**src/rtl/bus_arbiter_if.sv**
```systemverilog
// Signal bundle shared by the two bus masters, the arbiter and the slave bus.
// The master modport is the view of the requesters; the slave modport is the arbiter's view.
interface bus_arbiter_if;
    logic        m0_req;
    logic        m1_req;
    logic        m0_grant;
    logic        m1_grant;
    logic [29:0] m0_address;
    logic [29:0] m1_address;
    logic [31:0] m0_data_out;
    logic [31:0] m1_data_out;
    logic [3:0]  m0_data_strobes;
    logic [3:0]  m1_data_strobes;
    logic        m0_read;
    logic        m0_write;
    logic        m1_read;
    logic        m1_write;
    logic        m0_bus_error;
    logic        m1_bus_error;
    logic [29:0] address;
    logic [31:0] data_out;
    logic [3:0]  data_strobes;
    logic        read;
    logic        write;
    logic        memory_cs;
    logic        display_cs;

    modport master (
        output m0_req, m1_req,
        output m0_address, m1_address,
        output m0_data_out, m1_data_out,
        output m0_data_strobes, m1_data_strobes,
        output m0_read, m0_write, m1_read, m1_write,
        input  m0_grant, m1_grant,
        input  m0_bus_error, m1_bus_error,
        input  address, data_out, data_strobes,
        input  read, write, memory_cs, display_cs
    );

    modport slave (
        input  m0_req, m1_req,
        input  m0_address, m1_address,
        input  m0_data_out, m1_data_out,
        input  m0_data_strobes, m1_data_strobes,
        input  m0_read, m0_write, m1_read, m1_write,
        output m0_grant, m1_grant,
        output m0_bus_error, m1_bus_error,
        output address, data_out, data_strobes,
        output read, write, memory_cs, display_cs
    );
endinterface

```
**src/rtl/bus_arbiter.sv**
```systemverilog
// Two-master arbiter with burst-limited preemption, slave-bus mux and address decode.
// Define BUS_ARBITER_ROUND_ROBIN_EN to break IDLE ties in favour of the less recent owner.
module bus_arbiter #(
    parameter int MAX_BURST = 8
) (
    input logic          clock,
    input logic          reset,
    bus_arbiter_if.slave bus
);
    typedef enum logic [1:0] {IDLE, OWN0, OWN1} state_t;

    localparam logic [7:0] BURST_LAST = 8'(MAX_BURST - 1);

    state_t      state;
    state_t      state_next;
    logic [7:0]  burst_count;
    logic [7:0]  burst_count_next;
    logic [29:0] sel_address;
    logic [31:0] sel_data;
    logic [3:0]  sel_strobes;
    logic        sel_read;
    logic        sel_write;
    logic [7:0]  region;
    logic        granted;
    logic        unmapped;
    logic        m0_error;
    logic        m1_error;

`ifdef BUS_ARBITER_ROUND_ROBIN_EN
    logic last_owner;

    // 1 means m1 owned the bus most recently, so m0 wins the first tie
    always_ff @(posedge clock or negedge reset) begin
        if (!reset) begin
            last_owner <= 1'b1;
        end else if (state == OWN0) begin
            last_owner <= 1'b0;
        end else if (state == OWN1) begin
            last_owner <= 1'b1;
        end
    end
`endif

    always_ff @(posedge clock or negedge reset) begin
        if (!reset) begin
            state       <= IDLE;
            burst_count <= '0;
        end else begin
            state       <= state_next;
            burst_count <= burst_count_next;
        end
    end

    always_comb begin
        state_next       = state;
        burst_count_next = '0;
        case (state)
            IDLE: begin
`ifdef BUS_ARBITER_ROUND_ROBIN_EN
                if (bus.m0_req && bus.m1_req) begin
                    state_next = last_owner ? OWN0 : OWN1;
                end else if (bus.m0_req) begin
                    state_next = OWN0;
                end else if (bus.m1_req) begin
                    state_next = OWN1;
                end
`else
                if (bus.m0_req) begin
                    state_next = OWN0;
                end else if (bus.m1_req) begin
                    state_next = OWN1;
                end
`endif
            end
            OWN0: begin
                if (!bus.m0_req) begin
                    state_next = bus.m1_req ? OWN1 : IDLE;
                end else if (bus.m1_req) begin
                    // Contested: count held cycles and hand over after the last one
                    if (burst_count == BURST_LAST) begin
                        state_next = OWN1;
                    end else begin
                        burst_count_next = burst_count + 8'd1;
                    end
                end
            end
            OWN1: begin
                if (!bus.m1_req) begin
                    state_next = bus.m0_req ? OWN0 : IDLE;
                end else if (bus.m0_req) begin
                    if (burst_count == BURST_LAST) begin
                        state_next = OWN0;
                    end else begin
                        burst_count_next = burst_count + 8'd1;
                    end
                end
            end
            default: state_next = IDLE;
        endcase
    end

    always_comb begin
        sel_address = '0;
        sel_data    = '0;
        sel_strobes = '0;
        sel_read    = 1'b0;
        sel_write   = 1'b0;
        case (state)
            OWN0: begin
                sel_address = bus.m0_address;
                sel_data    = bus.m0_data_out;
                sel_strobes = bus.m0_data_strobes;
                sel_read    = bus.m0_read;
                sel_write   = bus.m0_write;
            end
            OWN1: begin
                sel_address = bus.m1_address;
                sel_data    = bus.m1_data_out;
                sel_strobes = bus.m1_data_strobes;
                sel_read    = bus.m1_read;
                sel_write   = bus.m1_write;
            end
            default: ;
        endcase
    end

    // Word address bits [29:22] are byte address bits [31:24]
    assign region   = sel_address[29:22];
    assign granted  = (state != IDLE);
    assign unmapped = (region != 8'h00) && (region != 8'hFF);

    always_ff @(posedge clock or negedge reset) begin
        if (!reset) begin
            m0_error <= 1'b0;
            m1_error <= 1'b0;
        end else begin
            m0_error <= (state == OWN0) && (sel_read || sel_write) && unmapped;
            m1_error <= (state == OWN1) && (sel_read || sel_write) && unmapped;
        end
    end

    assign bus.m0_grant     = (state == OWN0);
    assign bus.m1_grant     = (state == OWN1);
    assign bus.m0_bus_error = m0_error;
    assign bus.m1_bus_error = m1_error;
    assign bus.address      = sel_address;
    assign bus.data_out     = sel_data;
    assign bus.data_strobes = sel_strobes;
    assign bus.read         = sel_read;
    assign bus.write        = sel_write;
    assign bus.memory_cs    = granted && (region == 8'h00);
    assign bus.display_cs   = granted && (region == 8'hFF);
endmodule

```
**src/flat_wrapper.sv**
```systemverilog
// flat-port wrapper written by rule: the top's interface ports become plain ports
module bus_arbiter_flat 
#(
    parameter int MAX_BURST = 8
)
  (clock, reset, bus_m0_req, bus_m1_req, bus_m0_address, bus_m1_address, bus_m0_data_out, bus_m1_data_out, bus_m0_data_strobes, bus_m1_data_strobes, bus_m0_read, bus_m0_write, bus_m1_read, bus_m1_write, bus_m0_grant, bus_m1_grant, bus_m0_bus_error, bus_m1_bus_error, bus_address, bus_data_out, bus_data_strobes, bus_read, bus_write, bus_memory_cs, bus_display_cs);
  bus_arbiter_if bus_i ();
  input logic clock;
  input logic reset;
  input wire logic [$bits(bus_i.m0_req)-1:0] bus_m0_req;
  input wire logic [$bits(bus_i.m1_req)-1:0] bus_m1_req;
  input wire logic [$bits(bus_i.m0_address)-1:0] bus_m0_address;
  input wire logic [$bits(bus_i.m1_address)-1:0] bus_m1_address;
  input wire logic [$bits(bus_i.m0_data_out)-1:0] bus_m0_data_out;
  input wire logic [$bits(bus_i.m1_data_out)-1:0] bus_m1_data_out;
  input wire logic [$bits(bus_i.m0_data_strobes)-1:0] bus_m0_data_strobes;
  input wire logic [$bits(bus_i.m1_data_strobes)-1:0] bus_m1_data_strobes;
  input wire logic [$bits(bus_i.m0_read)-1:0] bus_m0_read;
  input wire logic [$bits(bus_i.m0_write)-1:0] bus_m0_write;
  input wire logic [$bits(bus_i.m1_read)-1:0] bus_m1_read;
  input wire logic [$bits(bus_i.m1_write)-1:0] bus_m1_write;
  output wire logic [$bits(bus_i.m0_grant)-1:0] bus_m0_grant;
  output wire logic [$bits(bus_i.m1_grant)-1:0] bus_m1_grant;
  output wire logic [$bits(bus_i.m0_bus_error)-1:0] bus_m0_bus_error;
  output wire logic [$bits(bus_i.m1_bus_error)-1:0] bus_m1_bus_error;
  output wire logic [$bits(bus_i.address)-1:0] bus_address;
  output wire logic [$bits(bus_i.data_out)-1:0] bus_data_out;
  output wire logic [$bits(bus_i.data_strobes)-1:0] bus_data_strobes;
  output wire logic [$bits(bus_i.read)-1:0] bus_read;
  output wire logic [$bits(bus_i.write)-1:0] bus_write;
  output wire logic [$bits(bus_i.memory_cs)-1:0] bus_memory_cs;
  output wire logic [$bits(bus_i.display_cs)-1:0] bus_display_cs;
  assign bus_i.m0_req = bus_m0_req;
  assign bus_i.m1_req = bus_m1_req;
  assign bus_i.m0_address = bus_m0_address;
  assign bus_i.m1_address = bus_m1_address;
  assign bus_i.m0_data_out = bus_m0_data_out;
  assign bus_i.m1_data_out = bus_m1_data_out;
  assign bus_i.m0_data_strobes = bus_m0_data_strobes;
  assign bus_i.m1_data_strobes = bus_m1_data_strobes;
  assign bus_i.m0_read = bus_m0_read;
  assign bus_i.m0_write = bus_m0_write;
  assign bus_i.m1_read = bus_m1_read;
  assign bus_i.m1_write = bus_m1_write;
  assign bus_m0_grant = bus_i.m0_grant;
  assign bus_m1_grant = bus_i.m1_grant;
  assign bus_m0_bus_error = bus_i.m0_bus_error;
  assign bus_m1_bus_error = bus_i.m1_bus_error;
  assign bus_address = bus_i.address;
  assign bus_data_out = bus_i.data_out;
  assign bus_data_strobes = bus_i.data_strobes;
  assign bus_read = bus_i.read;
  assign bus_write = bus_i.write;
  assign bus_memory_cs = bus_i.memory_cs;
  assign bus_display_cs = bus_i.display_cs;
  bus_arbiter #(.MAX_BURST(MAX_BURST)) u_core (.clock(clock), .reset(reset), .bus(bus_i));
endmodule
```
**config.mk**
```make
export PLATFORM = sky130hd
export DESIGN_NAME = bus_arbiter_flat
export DESIGN_NICKNAME = d
export VERILOG_FILES = /design/src/rtl/bus_arbiter_if.sv /design/src/rtl/bus_arbiter.sv /design/src/flat_wrapper.sv
export SDC_FILE = /design/constraint.sdc
export NUM_CORES = 1
export LEC_CHECK = 0
export BUFFER_PORTS_ARGS = -buffer_cell sky130_fd_sc_hd__buf_2
export CAP_MARGIN = 20
export CORE_AREA = 2 2 82 84
export DETAILED_ROUTE_END_ITERATION = 7
export DIE_AREA = 0 0 84 86
export PLACE_DENSITY = 0.72
export SYNTH_ARGS = -nofsm -noshare
export SYNTH_HDL_FRONTEND = slang
export SYNTH_SLANG_ARGS = --single-unit
```
**constraint.sdc**
```tcl
create_clock -name clock -period 2.05 [get_ports clock]
set_clock_uncertainty 0.05 [all_clocks]
set_input_delay 0.41 -clock clock [delete_from_list [all_inputs] [get_ports clock]]
set_output_delay 0.41 -clock clock [all_outputs]
set_load 0.02 [all_outputs]
```
After elaboration in Yosys (flattened, before gate mapping) --
Cells that the tools add are included.
Storage, ports and cells: bits in registers 12, bits of input ports 140, output and inout bits 74, word-level logic and storage cells 50
Cells by class: add/subtract/negate cells 1, equal/unequal tests 10, muxes and demuxes 22, reduce and logical (&&, ||, !) cells 13
Operator list (count):
- $pmux W32 S2 | 1
- $pmux W30 S2 | 1
- $mux W8 | 5
- $mux W2 | 9
- $pmux W8 S2 | 1
- $ne A3 B3 Y1 const B | 3
- $add A8 B1 Y8 const B | 1
- $eq A8 B3 Y1 const B | 1
- $eq A8 B8 Y1 const B | 1
- $logic_not A8 Y1 | 1
- $ne A8 B8 Y1 const B | 1
- $pmux W4 S2 | 1
- $reduce_bool A8 Y1 | 1
- $logic_and A1 B1 Y1 | 7
- $ne A3 B2 Y1 const B | 2
- $pmux W2 S3 | 1
- $reduce_and A5 Y1 | 1
- $pmux W1 S2 | 2
- $eq A2 B1 Y1 const B | 1
- $eq A2 B2 Y1 const B | 1
- $logic_not A2 Y1 | 1
- $reduce_bool A2 Y1 | 1
- $logic_or A1 B1 Y1 | 1
- $mux W1 | 1

Depth between registers and ports, before layout --
Gate-level depths: netlist (run 1).
word-level depth 5, depth in mapped cells 7, mapped depth without buffers 6

Worst setup path before layout (run 1) --
OpenSTA, ideal clock, no wires.
path type register to output, start point reg u_core.state[1], end point out bus_display_cs, arrival 1.749 ns, required time 1.590 ns, slack -0.159 ns, stages on the path, launching flop included 8, path buffers 1, cell sequence dfrtp_1 > inv_1 > ha_1 > buf_2 > nand3_1 > o211ai_1 > and4_1 > nor2b_1
Between the ends: word-level cells in the longest chain between the ends 4, elaborated cells between the ends (all ways) 6, classes of those cells eq/ne: 3; mux: 1; reduce/logical: 2
Ends and longest elaborated chain:
- from (decl) | line bus_arbiter.sv:14 | state_t state;
- from (signal assigned) | line bus_arbiter.sv:49 | state <= state_next;
- $eq A2 B1 Y1
- net bus_m0_grant | line flat_wrapper.sv:22 | output wire logic [$bits(bus_i.m0_grant)-1:0] bus_m0_grant;
- $pmux W30 S2 | line bus_arbiter.sv:108 | case (state)
- $eq A8 B8 Y1 | line bus_arbiter.sv:152 | assign bus.display_cs = granted && (region == 8'hFF);
- $logic_and A1 B1 Y1 | line bus_arbiter.sv:152
- to (decl) | line flat_wrapper.sv:32 | output wire logic [$bits(bus_i.display_cs)-1:0] bus_display_cs;
The timed path passes the listed nets, and every way through them passes these cells.

Worst setup path after layout (run 1) --
start point reg u_core.state[0], end point out bus_display_cs
Between the ends: word-level cells in the longest chain between the ends 4, elaborated cells between the ends (all ways) 6, classes of those cells eq/ne: 3; mux: 1; reduce/logical: 2
Ends and longest elaborated chain (line):
- $eq A2 B2 Y1 or $eq A2 B1 Y1 (tied branches) | bus_arbiter.sv:108
- $pmux W30 S2 | bus_arbiter.sv:108
- $eq A8 B8 Y1 | bus_arbiter.sv:152
- $logic_and A1 B1 Y1 * | bus_arbiter.sv:152
Every way passes the cells marked *; elsewhere a longest branch is shown, timed or not.

==> flow_metrics.env, run 1 <==
export IMPL_status="finished with violations"
export IMPL_violations="setup timing"
export IMPL_hpwlAfterDp_um=5936
export IMPL_syn_avg_cell_area_um2=7.422
export IMPL_n_antenna_cell=0
export IMPL_fin_nets=623
export IMPL_start_util_pct=29.44
export IMPL_cts_tree="done"
export IMPL_die_w_um=84
export IMPL_die_h_um=86
export IMPL_clk_pin_slew_ns=0.05
export IMPL_p_leak_uw=0.001782
export IMPL_track_usage_pct=19.12
export IMPL_grt_pass1_vias=2539
export IMPL_finalCriticalPeriod_ns=2.242
export IMPL_worstMarginPinSlew_ns=0.3992
export IMPL_cts_root_buf="clkbuf_8"
export IMPL_max_freq_ghz=0.4460
export IMPL_finalHoldViolCount=0
export IMPL_clock_sinks=12
export IMPL_multi_input_area_um2=1694
export IMPL_max_cap_violations=0
export IMPL_reg2reg_slack_ns=0.22
export IMPL_synth_edf_count=0
export IMPL_dr_pass1_iters=4
export IMPL_crit_top_cell="buf_6"
export IMPL_fin_crit_sh_pct=109.4
export IMPL_worstSetupStartpointType="flop"
export IMPL_crit_fanout=8
export IMPL_die_area_um2=7224
export IMPL_path_cells="inv_2 -> ha_4 -> buf_6 -> nand3_2 -> o211ai_1 -> and4_4 -> nor2b_4 -> buf_6"
export IMPL_maxSlewViolCount=0
export IMPL_slew_headroom_pct=73.14
export IMPL_drt_iter0_markers=89
export IMPL_hold_slack_ns=0.4514
export IMPL_post_drt_via_cell_ratio=5.058
export IMPL_cp_slowest_cell="dfrtp_1"
export IMPL_grt_first_pass_wirelength_um=11680
export IMPL_layout_setup_ws_ns=-0.1923
export IMPL_cp_slowest_stage_delay_ns=0.40
export IMPL_worstSetupPathType="reg -> out"
export IMPL_synthFlopType="dfrtp_1"
export IMPL_coreArea_um2=6277
export IMPL_power_density_nw_per_um2=1484
export IMPL_layout_common_cells="buf_2 (172), nor2b_1 (58), buf_4 (51), a22oi_1 (44), a22oi_2 (27)"
export IMPL_regArea_um2=300.3
export IMPL_drc=0
export IMPL_cts_buffers=3
export IMPL_portBuffers=213
export IMPL_cp_required_ns=1.59
export IMPL_end_kind="output pin"
export IMPL_total_power_uw=5563
export IMPL_fillers=587
export IMPL_clockBufferDepth=2
export IMPL_syn_num_nets=395
export IMPL_vdd_drop_max_v=0.0009119
export IMPL_netlist_instances=249
export IMPL_final_setup_viol_count=68
export IMPL_crit_arrival_ns=1.78
export IMPL_rsz0062_at_grt="true"
export IMPL_async_flop_share_pct=100.0
export IMPL_syn_area_um2=1848
export IMPL_io_pins=214
export IMPL_yosys_warnings=0
export IMPL_antenna_left=0
export IMPL_layout_commonest_cell="buf_2"
export IMPL_grt_max_degree=34
export IMPL_clk_latency_ns=0.24
export IMPL_rows=29
export IMPL_cts_max_level=1
export IMPL_ys_seq_area_share_pct=16.25
export IMPL_wl_um=8258
export IMPL_wl_per_cell_um=14.96
export IMPL_yosys_register_bits=12
export IMPL_antenna_found_initial=0
export IMPL_place_gp_congestion=0.8741
export IMPL_area_growth_pct=102.8
export IMPL_hold_path_class="in -> reg"
export IMPL_drive_above_1_share_pct=64.00
export IMPL_synth_cell_type_count=31
export IMPL_vias=2792
export IMPL_grt_overflow=0
==> path summary, 6_finish.rpt <==
kind / cells after the start / endpoint / start
max in group asynchronous: 2 / u_core.state[0] / reset
worst min-delay path: 3 / u_core.burst_count[2] / bus_m0_req
worst max register to register: 8 / u_core.burst_count[3] / u_core.state[0]
worst max-delay path: 8 / bus_display_cs / u_core.state[0]
worst min register to register: 1 / u_core.burst_count[0] / u_core.burst_count[0]
min in group asynchronous: 2 / u_core.burst_count[4] / reset
==> state kept, by name, summed over array words and instances, names as in the netlist <==
name / cells
u_core.bus.m1_bus_error: 1
u_core.burst_count: 8
u_core.bus.m0_bus_error: 1
u_core.state: 2
==> cell usage after synthesis (2+ instances only) <==
cell / number / area, um2
a22oi_1: 71 / 533.0
nor2b_1: 70 / 437.9
buf_2: 16 / 80.08
dfrtp_1: 12 / 300.3
nand2_1: 9 / 33.78
nand3_1: 9 / 45.04
nor2_1: 9 / 33.78
clkbuf_1: 7 / 26.28
ha_1: 6 / 75.07
nor4_1: 4 / 25.02
xor2_1: 4 / 35.03
a21oi_1: 3 / 15.01
inv_1: 3 / 11.26
o211ai_1: 3 / 22.52
and3_1: 2 / 12.51
mux2_2: 2 / 22.52
nand2b_1: 2 / 12.51
nor3_1: 2 / 10.01
o21ai_0: 2 / 10.01
xnor2_1: 2 / 17.52
==> stage by stage <==
stage	util (%)	setup TNS (ns)	setup slack, ns	std cells	cell area, um2
2_1_floorplan	-	0	0.01242	249	1856
3_3_place_gp	49.65	-0.01709	-0.01709	535	3117
3_5_place_dp	49.65	-0.02217	-0.02217	535	3117
4_1_cts	53.84	-4.339	-0.1665	542	3379
5_1_grt	59.72	-11.84	-0.2706	552	3749
6_report	59.72	-6.356	-0.1923	552	3749
==> routing by layer <==
layer,track usage (%),up-vias,share of wire (%)
li1,-,1374,-
met3,3.272,10,7.3
met4,3.812,0,1.3
met2,36.51,139,54
met1,22.45,1269,38
met5,0,-,0
==> worst max-delay path, delay by kind of cell, from the launching register on <==
family | cells | cell delay (ns)
AO/OA/AOI/OAI | 1 | 0.10
AND/OR/NAND/NOR | 3 | 0.46
adder cells (fa/ha/maj) | 1 | 0.21
buffers and inverters | 3 | 0.38
flip-flops | 1 | 0.40
==> cell families after synthesis <==
logic type	count (synthesis)	synth area share (%)
adders and majority gates	6	4.062
AOI/OAI and AO/OA	84	33.78
xor gates and xnor gates	6	2.844
muxes	2	1.219
buffers and inverters	27	6.771
DFF	12	16.25
and+or+nand+nor	112	35.07
==> area by class of cell <==
class,instances,share of cell area (%)
timing repair buffer,247,42.82
multi-input combinational,210,45.19
clock buffer,3,1.101
tap,77,2.570
sequential,12,8.011
inverter,3,0.3004
==> timing repair <==
| item | in CTS | in global routing |
|---|---|---|
| setup endpoints to repair | 59 | 65 |
| pin swaps | 3 | 5 |
| gates cloned | 0 | 4 |
| resized for setup | 39 | 72 |
| hold endpoints to repair | 6 | 0 |
| setup buffers | 3 | 6 |
| hold buffers | 1 | 0 |
==> power breakdown <==
group / total, uW / leakage [uW] / internal (uW) / switching (uW)
Sequential: 284 / 0.000165 / 263 / 21.1
Clock: 208 / 0.0000216 / 129 / 79.5
Combinational: 5070 / 0.00160 / 2570 / 2500
Power figures use the tool's default switching activity.
==> inputs of run 2 (changes only) <==
TNS_END_PERCENT = 20   (was not set)
==> flow_metrics.env, run 2 (synthesized netlist as in run 1, its figures left out) <==
export IMPL_status="finished with violations"
export IMPL_violations="setup timing"
export IMPL_cp_num_buf_inv=3
export IMPL_reg_top3="u_core.burst_count x8, u_core.state x2"
export IMPL_cp_endpoint="bus_display_cs"
export IMPL_layout_commonest_cell="buf_2"
export IMPL_worstSetupStartpointType="flop"
export IMPL_place_gp_congestion=0.8741
export IMPL_wl_per_cell_um=14.39
export IMPL_cts_max_level=1
export IMPL_dr_pass1_iters=5
export IMPL_portBuffers=213
export IMPL_largest_reg_flops=8
export IMPL_cp_depth=8
export IMPL_wl_um=7885
export IMPL_worstMarginPinSlew_ns=0.3814
export IMPL_cp_slowest_stage_delay_ns=0.40
export IMPL_grt_pass1_vias=2479
export IMPL_post_place_ws_ns=-0.02217
export IMPL_grt_max_degree=34
export IMPL_start_util_pct=29.44
export IMPL_hpwlAfterDp_um=5936
export IMPL_cts_buffers=3
export IMPL_final_setup_viol_count=69
export IMPL_fin_nets=619
export IMPL_crit_top_cell="buf_6"
export IMPL_drive_above_1_share_pct=59.87
export IMPL_slew_headroom_pct=74.34
export IMPL_die_area_um2=7224
export IMPL_reg2reg_slack_ns=0.25
export IMPL_coreArea_um2=6277
export IMPL_fillers=592
export IMPL_drt_iter0_markers=122
export IMPL_rr_worst_depth=8
export IMPL_r2r_end="u_core.burst_count[3]"
export IMPL_cp_required_ns=1.59
export IMPL_worstSetupStartpoint="u_core.state[0]"
export IMPL_clk_latency_ns=0.24
export IMPL_grt_first_pass_wirelength_um=11310
export IMPL_io_pins=214
export IMPL_cp_top_family="simple AND/OR/NAND/NOR gates"
export IMPL_rr_startpoint="u_core.state[0]"
export IMPL_antenna_left=0
export IMPL_vias=2762
export IMPL_fin_crit_sh_pct=110.5
export IMPL_finalHoldViolCount=0
export IMPL_track_usage_pct=18.42
export IMPL_power_density_nw_per_um2=1430
export IMPL_die_h_um=86
export IMPL_area_growth_pct=92.76
export IMPL_worstSetupPathType="reg -> out"
export IMPL_max_freq_ghz=0.4413
export IMPL_crit_arrival_ns=1.81
export IMPL_clockBufferDepth=2
export IMPL_clk_pin_slew_ns=0.05
export IMPL_rsz0062_at_grt="true"
export IMPL_max_cap_violations=0
export IMPL_end_kind="output pin"
export IMPL_finalCriticalPeriod_ns=2.266
export IMPL_design_area_um2=3562
export IMPL_place_area_um2=3117
export IMPL_cp_slowest_cell="dfrtp_1"
export IMPL_path_cells="inv_2 -> ha_4 -> buf_6 -> nand3_1 -> o211ai_1 -> and4_4 -> nor2b_4 -> buf_6"
export IMPL_cts_root_buf="clkbuf_8"
export IMPL_antenna_found_initial=0
export IMPL_grt_overflow=0
export IMPL_crit_fanout=8
export IMPL_layout_common_cells="buf_2 (179), nor2b_1 (62), a22oi_1 (58), buf_4 (47), a22oi_2 (13)"
export IMPL_vdd_drop_max_v=0.0008032
export IMPL_n_antenna_cell=0
export IMPL_clock_sinks=12
export IMPL_die_w_um=84
export IMPL_layout_setup_ws_ns=-0.2160
export IMPL_rows=29
export IMPL_regMostFlops="u_core.burst_count"
export IMPL_maxSlewViolCount=0
export IMPL_cts_tree="done"
export IMPL_p_leak_uw=0.001729
export IMPL_drc=0
export IMPL_hold_path_class="in -> reg"
export IMPL_post_drt_via_cell_ratio=5.040
## run 2: worst reg2reg max path: cells and delay by family (launching register included)
family,cells,cell delay [ns]
buffers and inverters,4,0.47
AND/OR/NAND/NOR,2,0.43
flip-flops,1,0.38
AO/OA/AOI/OAI,1,0.13
adder cells (fa/ha/maj),1,0.28
## run 2: how the worst min path moves through the flow
stage          slack [ns]                     to  depth (start not counted)  startpoint
3_3_place_gp         0.25  u_core.burst_count[0]                          1       reset
3_5_place_dp         0.25  u_core.burst_count[4]                          1       reset
4_1_cts              0.44  u_core.burst_count[2]                          3  bus_m0_req
5_1_grt              0.46  u_core.burst_count[2]                          3  bus_m0_req
6_report             0.45  u_core.burst_count[2]                          3  bus_m0_req
2_1_floorplan        0.06  u_core.burst_count[0]                          0       reset
## run 2: layout make-up
type                    count  area [um2]  area share (%)
clock buffers               3       41.29           1.159
inverters                   3       11.26          0.3161
multi-input cells         210        1599           44.89
flip-flops and latches     12       300.3           8.430
well taps                  77       96.34           2.705
repair buffers            243        1514           42.50
## run 2: timing repair
item                                    in CTS  in global routing
hold endpoints to repair                     6                  0
setup buffers                                3                  4
endpoints found under the setup margin      59                 65
hold buffers                                 1                  0
gates resized for setup                     24                 55
gates cloned                                 0                  2
pin swaps                                    3                  6
## run 2: routing by layer
metal / routed length (um) / GRT usage [%] / vias up
li1: - / - / 1365
met1: 2929 / 21.58 / 1257
met2: 4287 / 34.76 / 128
met3: 567 / 3.369 / 12
met4: 102 / 4.252 / 0
met5: 0 / 0 / -
## run 2: power breakdown
part | total (uW) | internal (uW) | switching, uW
registers | 284 | 263 | 21.4
logic | 4600 | 2250 | 2350
clock network | 208 | 129 | 78.9
## run 2: through the flow
stage	hold slack, ns	power [uW]	std cells	setup TNS [ns]	utilization [%]
6_report	0.4465	5093	548	-5.215	56.75
5_1_grt	0.4597	5449	548	-11.43	56.75
4_1_cts	0.4444	4525	542	-4.278	52.72
3_5_place_dp	0.2529	4051	535	-0.02217	49.65
3_3_place_gp	0.2473	4005	535	-0.01709	49.65
2_1_floorplan	0.06441	2769	249	0	-
